[config.mk]
export PLATFORM = sky130hd
export DESIGN_NAME = align_rr_arbiter
export DESIGN_NICKNAME = d
export VERILOG_FILES = /design/src/rtl/align_rr_arbiter.sv
export SDC_FILE = /design/constraint.sdc
export NUM_CORES = 1
export LEC_CHECK = 0
export BUFFER_PORTS_ARGS = -buffer_cell sky130_fd_sc_hd__buf_4
export CORE_MARGIN = 3
export CORE_UTILIZATION = 35
export DETAILED_ROUTE_END_ITERATION = 8
export PLACE_DENSITY_LB_ADDON = 0.12
export SYNTH_ARGS = -nofsm -noshare
export SYNTH_HDL_FRONTEND = slang
export SYNTH_SLANG_ARGS = --single-unit
[constraint.sdc]
create_clock -name i_clk -period 5.93 [get_ports i_clk]
set_input_delay 0.593 -clock i_clk [delete_from_list [all_inputs] [get_ports i_clk]]
set_output_delay 0.593 -clock i_clk [all_outputs]
set_load 0.01 [all_outputs]
[src/rtl/align_rr_arbiter.sv]
// ---------------------------------------------------------------------------
// align_rr_arbiter
//
// Purpose:
//   Shares one sign-alignment datapath between N_REQ partial-product lanes.
//   Each lane offers {sign, PP_W-bit unsigned shifted pp}. The granted lane's
//   pp is converted into an OUT_W-bit two's-complement aligned value and
//   captured in a single registered output slot with a valid/ready handshake.
//   This block sits between the per-lane multiplier shift stages and the MAC
//   adder tree.
//
// Configuration macro:
//   ALIGN_ARB_FIXED_PRIO_EN
//     Defined:   fixed priority, lane 0 highest. There is no rotating
//                pointer, so high-index lanes may starve.
//     Undefined: round-robin grant from a rotating pointer (default).
//
// Ports:
//   i_clk        in   1            clock, rising edge
//   i_rst_n      in   1            asynchronous active-low reset
//   i_req_valid  in   N_REQ        per-lane request valid
//   i_req_pp     in   N_REQ*PP_W   per-lane unsigned pp, lane k at [k*PP_W +: PP_W]
//   i_req_sign   in   N_REQ        per-lane pp sign (1 = negative)
//   o_req_ready  out  N_REQ        one-hot accept to the granted lane (combinational)
//   o_valid      out  1            output slot holds a result
//   i_ready      in   1            downstream accepts the result
//   o_align_pp   out  OUT_W        aligned two's-complement pp
//   o_src_id     out  ID_W         lane index that produced o_align_pp
//   number       out  51           constant gate-count estimate of the block
// ---------------------------------------------------------------------------
module align_rr_arbiter #(
    parameter int N_REQ = 4,
    parameter int PP_W  = 14,
    parameter int OUT_W = PP_W + 1,
    parameter int ID_W  = $clog2(N_REQ)
) (
    input  logic                    i_clk,
    input  logic                    i_rst_n,
    input  logic [N_REQ-1:0]        i_req_valid,
    input  logic [N_REQ*PP_W-1:0]   i_req_pp,
    input  logic [N_REQ-1:0]        i_req_sign,
    output logic [N_REQ-1:0]        o_req_ready,
    output logic                    o_valid,
    input  logic                    i_ready,
    output logic signed [OUT_W-1:0] o_align_pp,
    output logic [ID_W-1:0]         o_src_id,
    output logic [50:0]             number
);

    // Gate-count contributions of the datapath primitives and the control.
    localparam int INV_GATES = OUT_W;          // one inverter per bit
    localparam int ADD_GATES = 5 * OUT_W;      // ripple full adder per bit
    localparam int MX_GATES  = 3 * OUT_W;      // 2:1 mux per bit
    localparam int ARB_GATES = N_REQ * (ID_W + 2);
`ifdef ALIGN_ARB_FIXED_PRIO_EN
    localparam int PTR_REGS  = 0;
`else
    localparam int PTR_REGS  = ID_W;
`endif
    localparam int REG_GATES = OUT_W + ID_W + 2 + PTR_REGS;
    localparam int TOTAL_GATES = INV_GATES + ADD_GATES + MX_GATES
                               + ARB_GATES + REG_GATES;

    // -----------------------------------------------------------------------
    // Datapath primitives
    // -----------------------------------------------------------------------
    function automatic logic [OUT_W-1:0] prim_inv(input logic [OUT_W-1:0] a);
        return ~a;
    endfunction

    function automatic logic [OUT_W-1:0] prim_add(input logic [OUT_W-1:0] a,
                                                  input logic [OUT_W-1:0] b);
        // Carry-out is intentionally discarded.
        return a + b;
    endfunction

    function automatic logic [OUT_W-1:0] prim_mx(input logic             s,
                                                 input logic [OUT_W-1:0] a0,
                                                 input logic [OUT_W-1:0] a1);
        return s ? a1 : a0;
    endfunction

    // Zero-extend pp by one bit, then negate via invert+1 when sign is set.
    // The extra bit guarantees the negation of the largest pp cannot overflow,
    // and a negative zero wraps back to zero through the discarded carry.
    function automatic logic signed [OUT_W-1:0] align_value(input logic            sign,
                                                            input logic [PP_W-1:0] pp);
        logic [OUT_W-1:0] ext;
        logic [OUT_W-1:0] neg;
        ext = {1'b0, pp};
        neg = prim_add(prim_inv(ext), OUT_W'(1));
        return $signed(prim_mx(sign, ext, neg));
    endfunction

    typedef enum logic {
        S_EMPTY = 1'b0,
        S_FULL  = 1'b1
    } slot_state_t;

    slot_state_t             state_p1;
    logic                    vld_p1;
    logic signed [OUT_W-1:0] align_pp_p1;
    logic [ID_W-1:0]         src_id_p1;

    logic                    any_valid;
    logic [ID_W-1:0]         grant_id;
    logic                    can_accept;
    logic                    xfer;
    logic [PP_W-1:0]         sel_pp;
    logic                    sel_sign;
    logic signed [OUT_W-1:0] align_pp_p0;

    // -----------------------------------------------------------------------
    // Stage p0: grant selection and alignment of the granted lane
    // -----------------------------------------------------------------------
`ifdef ALIGN_ARB_FIXED_PRIO_EN
    // Scan from the highest lane down so the lowest-index valid lane wins.
    always_comb begin
        any_valid = 1'b0;
        grant_id  = '0;
        for (int i = N_REQ - 1; i >= 0; i--) begin
            if (i_req_valid[i]) begin
                any_valid = 1'b1;
                grant_id  = ID_W'(i);
            end
        end
    end
`else
    logic [ID_W-1:0] rr_ptr;
    logic [ID_W:0]   scan_idx;

    // Walk lane offsets from farthest to nearest so that the last match,
    // which wins, is the first valid lane at or after the pointer.
    always_comb begin
        any_valid = 1'b0;
        grant_id  = '0;
        scan_idx  = '0;
        for (int i = N_REQ - 1; i >= 0; i--) begin
            scan_idx = {1'b0, rr_ptr} + (ID_W + 1)'(i);
            if (scan_idx >= (ID_W + 1)'(N_REQ)) begin
                scan_idx = scan_idx - (ID_W + 1)'(N_REQ);
            end
            if (i_req_valid[scan_idx[ID_W-1:0]]) begin
                any_valid = 1'b1;
                grant_id  = scan_idx[ID_W-1:0];
            end
        end
    end

    always_ff @(posedge i_clk or negedge i_rst_n) begin
        if (!i_rst_n) begin
            rr_ptr <= '0;
        end else if (xfer) begin
            if (grant_id == ID_W'(N_REQ - 1)) begin
                rr_ptr <= '0;
            end else begin
                rr_ptr <= grant_id + ID_W'(1);
            end
        end
    end
`endif

    assign can_accept  = !vld_p1 || i_ready;
    assign xfer        = any_valid && can_accept;
    assign o_req_ready = xfer ? (N_REQ'(1) << grant_id) : '0;

    assign sel_pp      = i_req_pp[int'(grant_id) * PP_W +: PP_W];
    assign sel_sign    = i_req_sign[grant_id];
    assign align_pp_p0 = align_value(sel_sign, sel_pp);

    // -----------------------------------------------------------------------
    // Stage p1: output slot
    // -----------------------------------------------------------------------
    always_ff @(posedge i_clk or negedge i_rst_n) begin
        if (!i_rst_n) begin
            state_p1    <= S_EMPTY;
            vld_p1      <= 1'b0;
            align_pp_p1 <= '0;
            src_id_p1   <= '0;
        end else begin
            case (state_p1)
                S_EMPTY: begin
                    if (xfer) begin
                        state_p1    <= S_FULL;
                        vld_p1      <= 1'b1;
                        align_pp_p1 <= align_pp_p0;
                        src_id_p1   <= grant_id;
                    end
                end
                S_FULL: begin
                    if (xfer) begin
                        // Downstream took the old result; refill without a bubble.
                        align_pp_p1 <= align_pp_p0;
                        src_id_p1   <= grant_id;
                    end else if (i_ready) begin
                        state_p1 <= S_EMPTY;
                        vld_p1   <= 1'b0;
                    end
                end
                default: begin
                    state_p1 <= S_EMPTY;
                    vld_p1   <= 1'b0;
                end
            endcase
        end
    end

    assign o_valid    = vld_p1;
    assign o_align_pp = align_pp_p1;
    assign o_src_id   = src_id_p1;
    assign number     = 51'(TOTAL_GATES);

endmodule

==> results.py, run 1 <==
metrics = {
    "clocking": {
        "cts-root-buf": "clkbuf_8",
        "cts-htree-levels": 1,
        "postCtsSetupBuffers": 0,
        "cts_tree": "yes",
        "clk_pin_slew_worst_paths_ns": 0.08,
        "clock_latency_ns": 0.26,
        "cts_resized": 0,
        "cts_buffers": 3,
        "hold_buffers": 0,
        "cts_sinks": 21,
        "cts_buffer_depth": 2,
    },
    "drt": {
        "drtIter0Drc": 48,
        "drtPass1Iterations": 3,
        "drc_errors": 0,
        "wl_um": 5030,
        "viasPerCell": 4.52,
        "num_vias": 1794,
        "drt.antenna.violating_nets": 0,
        "wl_per_cell_um": 12.7,
    },
    "synthesis": {
        "postSynthAreaPerCell_um2": 9.22,
        "synth_cell_type_count": 35,
        "synth_edf_count": 0,
        "synthFlopType": "dfrtp_1",
        "synth_cells": 240,
        "synth.yosys.seq_area_share_pct": 23.8,
        "async_flop_share_pct": 100,
        "ys_ff_latch": 21,
        "yosys_warnings": 0,
        "synthesis.area_um2": 2210,
    },
    "global_route": {
        "first_global_vias": 1717,
        "grt_util_met2_pct": 24.9,
        "grt_use_total_pct": 13.4,
        "grt_start_max_net_pins": 35,
        "grt-ovfl-total": 0,
        "busiest_layer": "met2",
        "met1_usage_pct": 16.1,
        "met3_usage_pct": 2.98,
        "antenna_found_initial": 0,
        "grt_pass1_wl_um": 8000,
    },
    "timing": {
        "relSlewSlack_pct": 43.0,
        "finalCriticalPeriod_ns": 2.96,
        "rsz0062_at_grt": "no",
        "final.setup.tns_ns": 0,
        "fmax_ghz": 0.338,
        "fin_ws_ns": 2.97,
        "hold_viol": 0,
        "setup_violations": 0,
        "period_share_pct": 49.9,
        "finalMaxSlewViolations": 0,
        "fin_skew_ns": 0.0104,
        "worstMarginPinSlew_ns": 0.856,
    },
    "final_layout": {
        "area_growth_pct": 23.6,
        "nets": 395,
        "multiInputGateArea_um2": 1380,
        "finalInstanceArea_um2": 2740,
        "drive_gt1_share_pct": 37.0,
        "regArea_um2": 526,
        "fill_cells": 611,
        "insertedDiodeCount": 0,
    },
    "floorplanning": {
        "coreArea_um2": 6030,
        "io_pins": 140,
        "fp.dieW_um": 85.5,
        "placement_rows": 28,
        "die_h_um": 85.5,
        "initial_core_util_pct": 36.7,
        "dieArea_um2": 7310,
    },
    "power_and_ir_drop": {
        "intPower_uw": 540,
        "p_comb_share_pct": 64.4,
        "vdd_drop_max_uv": 151,
        "p_seq_share_pct": 25.9,
        "swShare_pct": 42.8,
        "p_per_area_nw_per_um2": 345,
        "p_clk_share_pct": 9.8,
        "leakage_nw": 1.39,
        "power.switching_uw": 404,
    },
    "setup_path": {
        "startpoint_type": "register",
        "critPathCaptureType": "register",
        "crit_path_cell_trace": "mux2i_1 > nor2_2 > nor3_4 > buf_4 > mux2i_1 > mux2_2 > ha_1 > inv_1 > o41ai_2 > xnor2_1 > o21ai_1",
        "cp.required_ns": 6.04,
        "cpMostUsedCell": "mux2i_1",
        "cp_slowest_cell": "buf_4",
        "worstPathArrival_ns": 3.07,
        "worst-path-max-fanout": 34,
        "slowest_delay_ns": 0.48,
        "crit_type": "reg -> reg",
    },
    "place": {
        "dp_hpwl_um": 4160,
        "pre_cts_ws_ns": 2.74,
        "portBuffers": 88,
        "placed_area_um2": 2690,
        "gp_congestion": 0.758,
    },
    "status": {
        "run_status": "completed",
    },
    "flow_run": {
        "maxCapViolCount": 0,
    },
    "worst_hold_path": {
        "hold_class": "in -> async",
    },
}
## flip-flops by register name (all words and copies together) (netlist names)
signal / count
state_p1: 1
o_valid: 1
rr_ptr: 2
o_src_id: 2
o_align_pp: 15
## final cells by class
cell class | instances | area share (%)
clock buffer | 3 | 1.51
clock inverter | 1 | 0.183
inverter | 6 | 0.823
multi-input combinational | 202 | 50.4
sequential | 21 | 19.2
tap | 75 | 3.43
timing repair buffer | 89 | 24.4
## cell families (layout without fill, tap and decap cells)
kind of cell    Yosys count  after routing  synth area share [%]
flops                    21             21                  23.8
simple gates             51             51                  12.7
mux                      45             45                  21.9
xor+xnor                 11             11                  4.36
compound gates           39             39                  11.9
other cells               2             51                 0.339
fa+ha+maj                 5              5                  2.83
buf+inv                  66             99                  22.2
## layout by cell type, fill, tap and decap left out, types with 7 or more instances in the layout
| cell | count |
|---|---|
| conb_1 | 51 |
| nand2_1 | 25 |
| buf_4 | 89 |
| mux2_2 | 13 |
| o21ai_0 | 14 |
| xnor2_1 | 11 |
| dfrtp_1 | 21 |
| nand3_1 | 7 |
| mux2i_1 | 30 |
## cell usage after synthesis, types with 2 or more instances
cell | count | area, um2
nand4_4 | 2 | 42.5
a31oi_1 | 2 | 12.5
a21o_1 | 4 | 30.0
mux2i_1 | 30 | 300
xnor2_1 | 11 | 96.3
clkbuf_1 | 4 | 15.0
nand2_1 | 25 | 93.8
dfrtp_1 | 21 | 526
a21oi_1 | 6 | 30.0
ha_1 | 5 | 62.6
o21ai_0 | 14 | 70.1
nor2_1 | 6 | 22.5
nand3_1 | 7 | 35.0
and2_1 | 4 | 25.0
buf_6 | 2 | 22.5
inv_1 | 6 | 22.5
o31ai_1 | 3 | 22.5
o21ai_1 | 5 | 25.0
mux2_2 | 13 | 146
o41ai_2 | 3 | 48.8
conb_1 | 2 | 7.51
nor4_1 | 2 | 12.5
buf_4 | 51 | 383
## per-layer routing
| metal | vias to the layer above | wire, um | part of all wire (%) |
|---|---|---|---|
| met4 | 0 | 42 | 0.84 |
| met3 | 4 | 326 | 6.5 |
| met2 | 63 | 2720 | 54 |
| li1 | 892 | - | - |
| met5 | - | 0 | 0 |
| met1 | 835 | 1940 | 39 |
## final timing paths
path,end,from,cells past startpoint,slack [ns]
min in group i_clk,o_align_pp[1],o_align_pp[1],2,0.49
setup reg to reg,o_align_pp[12],rr_ptr[1],11,2.97
max in group asynchronous,o_align_pp[9],i_rst_n,1,5.50
hold reg to reg,o_align_pp[1],o_align_pp[1],2,0.49
setup / recovery,o_align_pp[12],rr_ptr[1],11,2.97
hold / removal,rr_ptr[0],i_rst_n,1,0.20
## worst max-delay path, delay by kind of cell, from the launching register on
kind,cells,cell delay (ns)
adder cells (fa/ha/maj),1,0.18
buffers and inverters,2,0.60
AND/OR/NAND/NOR,2,0.24
AO/OA/AOI/OAI,2,0.46
XOR/XNOR,1,0.16
multiplexers,3,0.71
flip-flops,1,0.45
## power by group through the flow
| stage | clock network, mW | logic [mW] | registers (mW) |
|---|---|---|---|
| 2_1_floorplan | 0 | 0.444 | 0.264 |
| 3_3_place_gp | 0 | 0.611 | 0.249 |
| 3_5_place_dp | 0 | 0.620 | 0.248 |
| 4_1_cts | 0.0955 | 0.620 | 0.247 |
| 5_1_grt | 0.102 | 0.675 | 0.253 |
| 6_report | 0.0922 | 0.608 | 0.244 |
## stage by stage
| stage | power (mW) | util (%) | hold slack, ns | std cells |
|---|---|---|---|---|
| floorplan | 0.708 | - | 0.297 | 289 |
| global placement | 0.860 | 44.6 | 0.472 | 393 |
| detailed placement | 0.868 | 44.6 | 0.471 | 393 |
| CTS | 0.962 | 45.4 | 0.208 | 397 |
| global route | 1.03 | 45.4 | 0.209 | 397 |
| finish | 0.944 | 45.4 | 0.199 | 397 |
(Power assumes the default switching activity.)
==> inputs of run 2 (changes only) <==
ABC_AREA = 1   (was not set)
clock period = 2.8 ns   (was 5.93 ns; I/O delays follow)
==> results.py, run 2 <==
metrics = {
    "status": {
        "run_status": "completed",
    },
    "setup_path": {
        "worst-path-max-fanout": 30,
        "startpoint": "rr_ptr[0]",
        "cp_top_family": "simple AND/OR/NAND/NOR gates",
        "reg2reg_slack_ns": 0.21,
        "cp_slowest_cell": "dfrtp_2",
        "rr_startpoint": "rr_ptr[0]",
        "critPathCaptureType": "register",
        "crit_path_cell_trace": "inv_6 > nand2_1 > nand2_1 > nand2_2 > nand2_2 > nand2_2 > nand3_2 > buf_6 > nand3_1 > nand3_1 > nand2_2 > ha_1 > nand3_1 > inv_1 > nand2_1 > nand2_1 > nand2_1 > nand2_1 > nand3_1 > nand2_1",
        "worstPathArrival_ns": 2.75,
        "r2r_cells": 20,
        "startpoint_type": "register",
        "cp.required_ns": 2.96,
        "worstPathBufferInverterCount": 3,
        "worstReg2RegEnd": "o_align_pp[12]",
        "endpoint": "o_align_pp[12]",
        "crit_type": "reg -> reg",
        "path_depth": 20,
        "cpMostUsedCell": "nand2_1",
        "slowest_delay_ns": 0.48,
    },
    "place": {
        "gp_congestion": 0.838,
        "pre_cts_ws_ns": 0.0936,
        "placed_area_um2": 3140,
        "dp_hpwl_um": 5750,
        "portBuffers": 88,
    },
    "clocking": {
        "clk_pin_slew_worst_paths_ns": 0.08,
        "cts-htree-levels": 1,
        "postCtsSetupBuffers": 0,
        "clock_latency_ns": 0.26,
        "cts_buffer_depth": 2,
        "cts-root-buf": "clkbuf_8",
        "cts_buffers": 3,
        "cts_tree": "yes",
        "cts_sinks": 21,
    },
    "global_route": {
        "antenna_found_initial": 0,
        "grt-ovfl-total": 0,
        "grt_start_max_net_pins": 31,
        "grt_use_total_pct": 15.8,
        "grt_pass1_wl_um": 11200,
        "first_global_vias": 2463,
    },
    "final_layout": {
        "layout_commonest_cell": "nand2_1",
        "fill_cells": 772,
        "finalInstanceArea_um2": 3250,
        "final_cell_mix": "nand2_1 (137), buf_4 (95), nand3_1 (77)",
        "largest_reg_flops": 15,
        "insertedDiodeCount": 0,
        "drive_gt1_share_pct": 25.4,
        "area_growth_pct": 25.2,
        "nets": 581,
    },
    "timing": {
        "finalCriticalPeriod_ns": 2.59,
        "relSlewSlack_pct": 63.7,
        "fmax_ghz": 0.386,
        "fin_ws_ns": 0.208,
        "fin_skew_ns": 0.00396,
        "finalMaxSlewViolations": 0,
        "final.setup.tns_ns": 0,
        "worstMarginPinSlew_ns": 0.544,
        "setup_violations": 0,
        "rsz0062_at_grt": "no",
        "hold_viol": 0,
        "period_share_pct": 92.6,
    },
    "synthesis": {
        "postSynthAreaPerCell_um2": 6.11,
        "synth_top_area_share_pct": 20.2,
        "netlist.top_cell.by_area": "dfrtp_1",
        "synth_cell_type_count": 31,
        "synth.most_common_cell": "nand2_1",
        "synthesis.area_um2": 2600,
        "synthTopCellsByArea": "dfrtp_1 (20%), nand2_1 (20%), buf_4 (15%)",
        "synthFlopType": "dfrtp_1",
        "yosys_warnings": 0,
        "synth_edf_count": 0,
        "ys_ff_latch": 21,
        "synth_commonest_cells": "nand2_1 (138), nand3_1 (77), buf_4 (53)",
        "synth_cells": 425,
        "async_flop_share_pct": 100,
        "synth.yosys.seq_area_share_pct": 20.2,
    },
    "drt": {
        "detailroute.wirelength.met2_um": 3110,
        "wl_met1_um": 3280,
        "wl_um": 6970,
        "num_vias": 2691,
        "drtPass1Iterations": 4,
        "wl_met3_um": 535,
        "drt.antenna.violating_nets": 0,
        "wl_per_cell_um": 11.5,
        "viasPerCell": 4.46,
        "drtIter0Drc": 120,
        "drc_errors": 0,
        "top_layer": "met4",
    },
    "flow_run": {
        "maxCapViolCount": 0,
    },
    "worst_hold_path": {
        "hold_class": "in -> reg",
    },
    "floorplanning": {
        "die_h_um": 92.1,
        "placement_rows": 30,
        "fp.dieW_um": 92.1,
        "initial_core_util_pct": 37.2,
        "io_pins": 140,
        "coreArea_um2": 6980,
        "dieArea_um2": 8490,
    },
}
[run 2: final cells by class]
class / count / area [um2] / area share [%]
multi-input combinational: 338 / 1610 / 49.5
clock inverter: 1 / 5.00 / 0.154
sequential: 21 / 527 / 16.2
tap: 96 / 120 / 3.70
inverter: 46 / 178 / 5.47
clock buffer: 3 / 41.3 / 1.27
timing repair buffer: 99 / 769 / 23.7
[run 2: worst register-to-register path, stage by stage, from the launching register on]
cell and delay, ns:
dfrtp_2 0.48, inv_6 0.12, nand2_1 0.05, nand2_1 0.08
nand2_2 0.07, nand2_2 0.08, nand2_2 0.07, nand3_2 0.14
buf_6 0.25, nand3_1 0.11, nand3_1 0.10, nand2_2 0.09
ha_1 0.22, nand3_1 0.14, inv_1 0.08, nand2_1 0.08
nand2_1 0.10, nand2_1 0.08, nand2_1 0.05, nand3_1 0.06
nand2_1 0.05
[run 2: logic make-up (layout without fill, tap and decap cells)]
logic type / after synthesis / in the layout / share of synthesized area [%]
adder cells (fa/ha/maj): 5 / 5 / 2.41
AO/OA/AOI/OAI: 20 / 20 / 4.77
XOR/XNOR: 4 / 4 / 1.35
flip-flops: 21 / 21 / 20.2
AND/OR/NAND/NOR: 258 / 258 / 44.9
buffers and inverters: 115 / 149 / 26.0
other: 2 / 51 / 0.289
[run 2: timing repair]
item	4_1_cts	5_1_grt
setup endpoints to repair	0	13
hold buffers	1	0
endpoints found under the hold margin	21	0
resized for setup	0	12
[run 2: metrics by stage]
stage	hold WS (ns)	instances	utilization, %
after floorplan	-0.0156	474	-
after global placement	0.184	599	45.0
after detailed placement	0.186	599	45.0
after CTS	0.230	604	45.8
after global routing	0.246	604	46.6
final	0.237	604	46.6
[run 2: worst min-delay path by stage]
stage | startpoint | to | slack [ns] | cells past startpoint
6_report | i_ready | o_valid | 0.24 | 2
5_1_grt | i_ready | state_p1 | 0.25 | 2
4_1_cts | i_ready | o_valid | 0.23 | 2
3_5_place_dp | i_rst_n | o_align_pp[11] | 0.19 | 1
3_3_place_gp | i_rst_n | o_align_pp[13] | 0.18 | 1
2_1_floorplan | i_rst_n | o_align_pp[0] | -0.02 | 0
[run 2: metal layers]
layer,global-route usage [%],vias up
met3,1.72,2
met4,3.34,0
met2,25.9,112
li1,-,1397
met5,0,-
met1,22.3,1180
Power of run 2 is left out: the tool's default activity adds up to more than one toggle a clock period on the data nets, which glitch-free logic cannot reach.
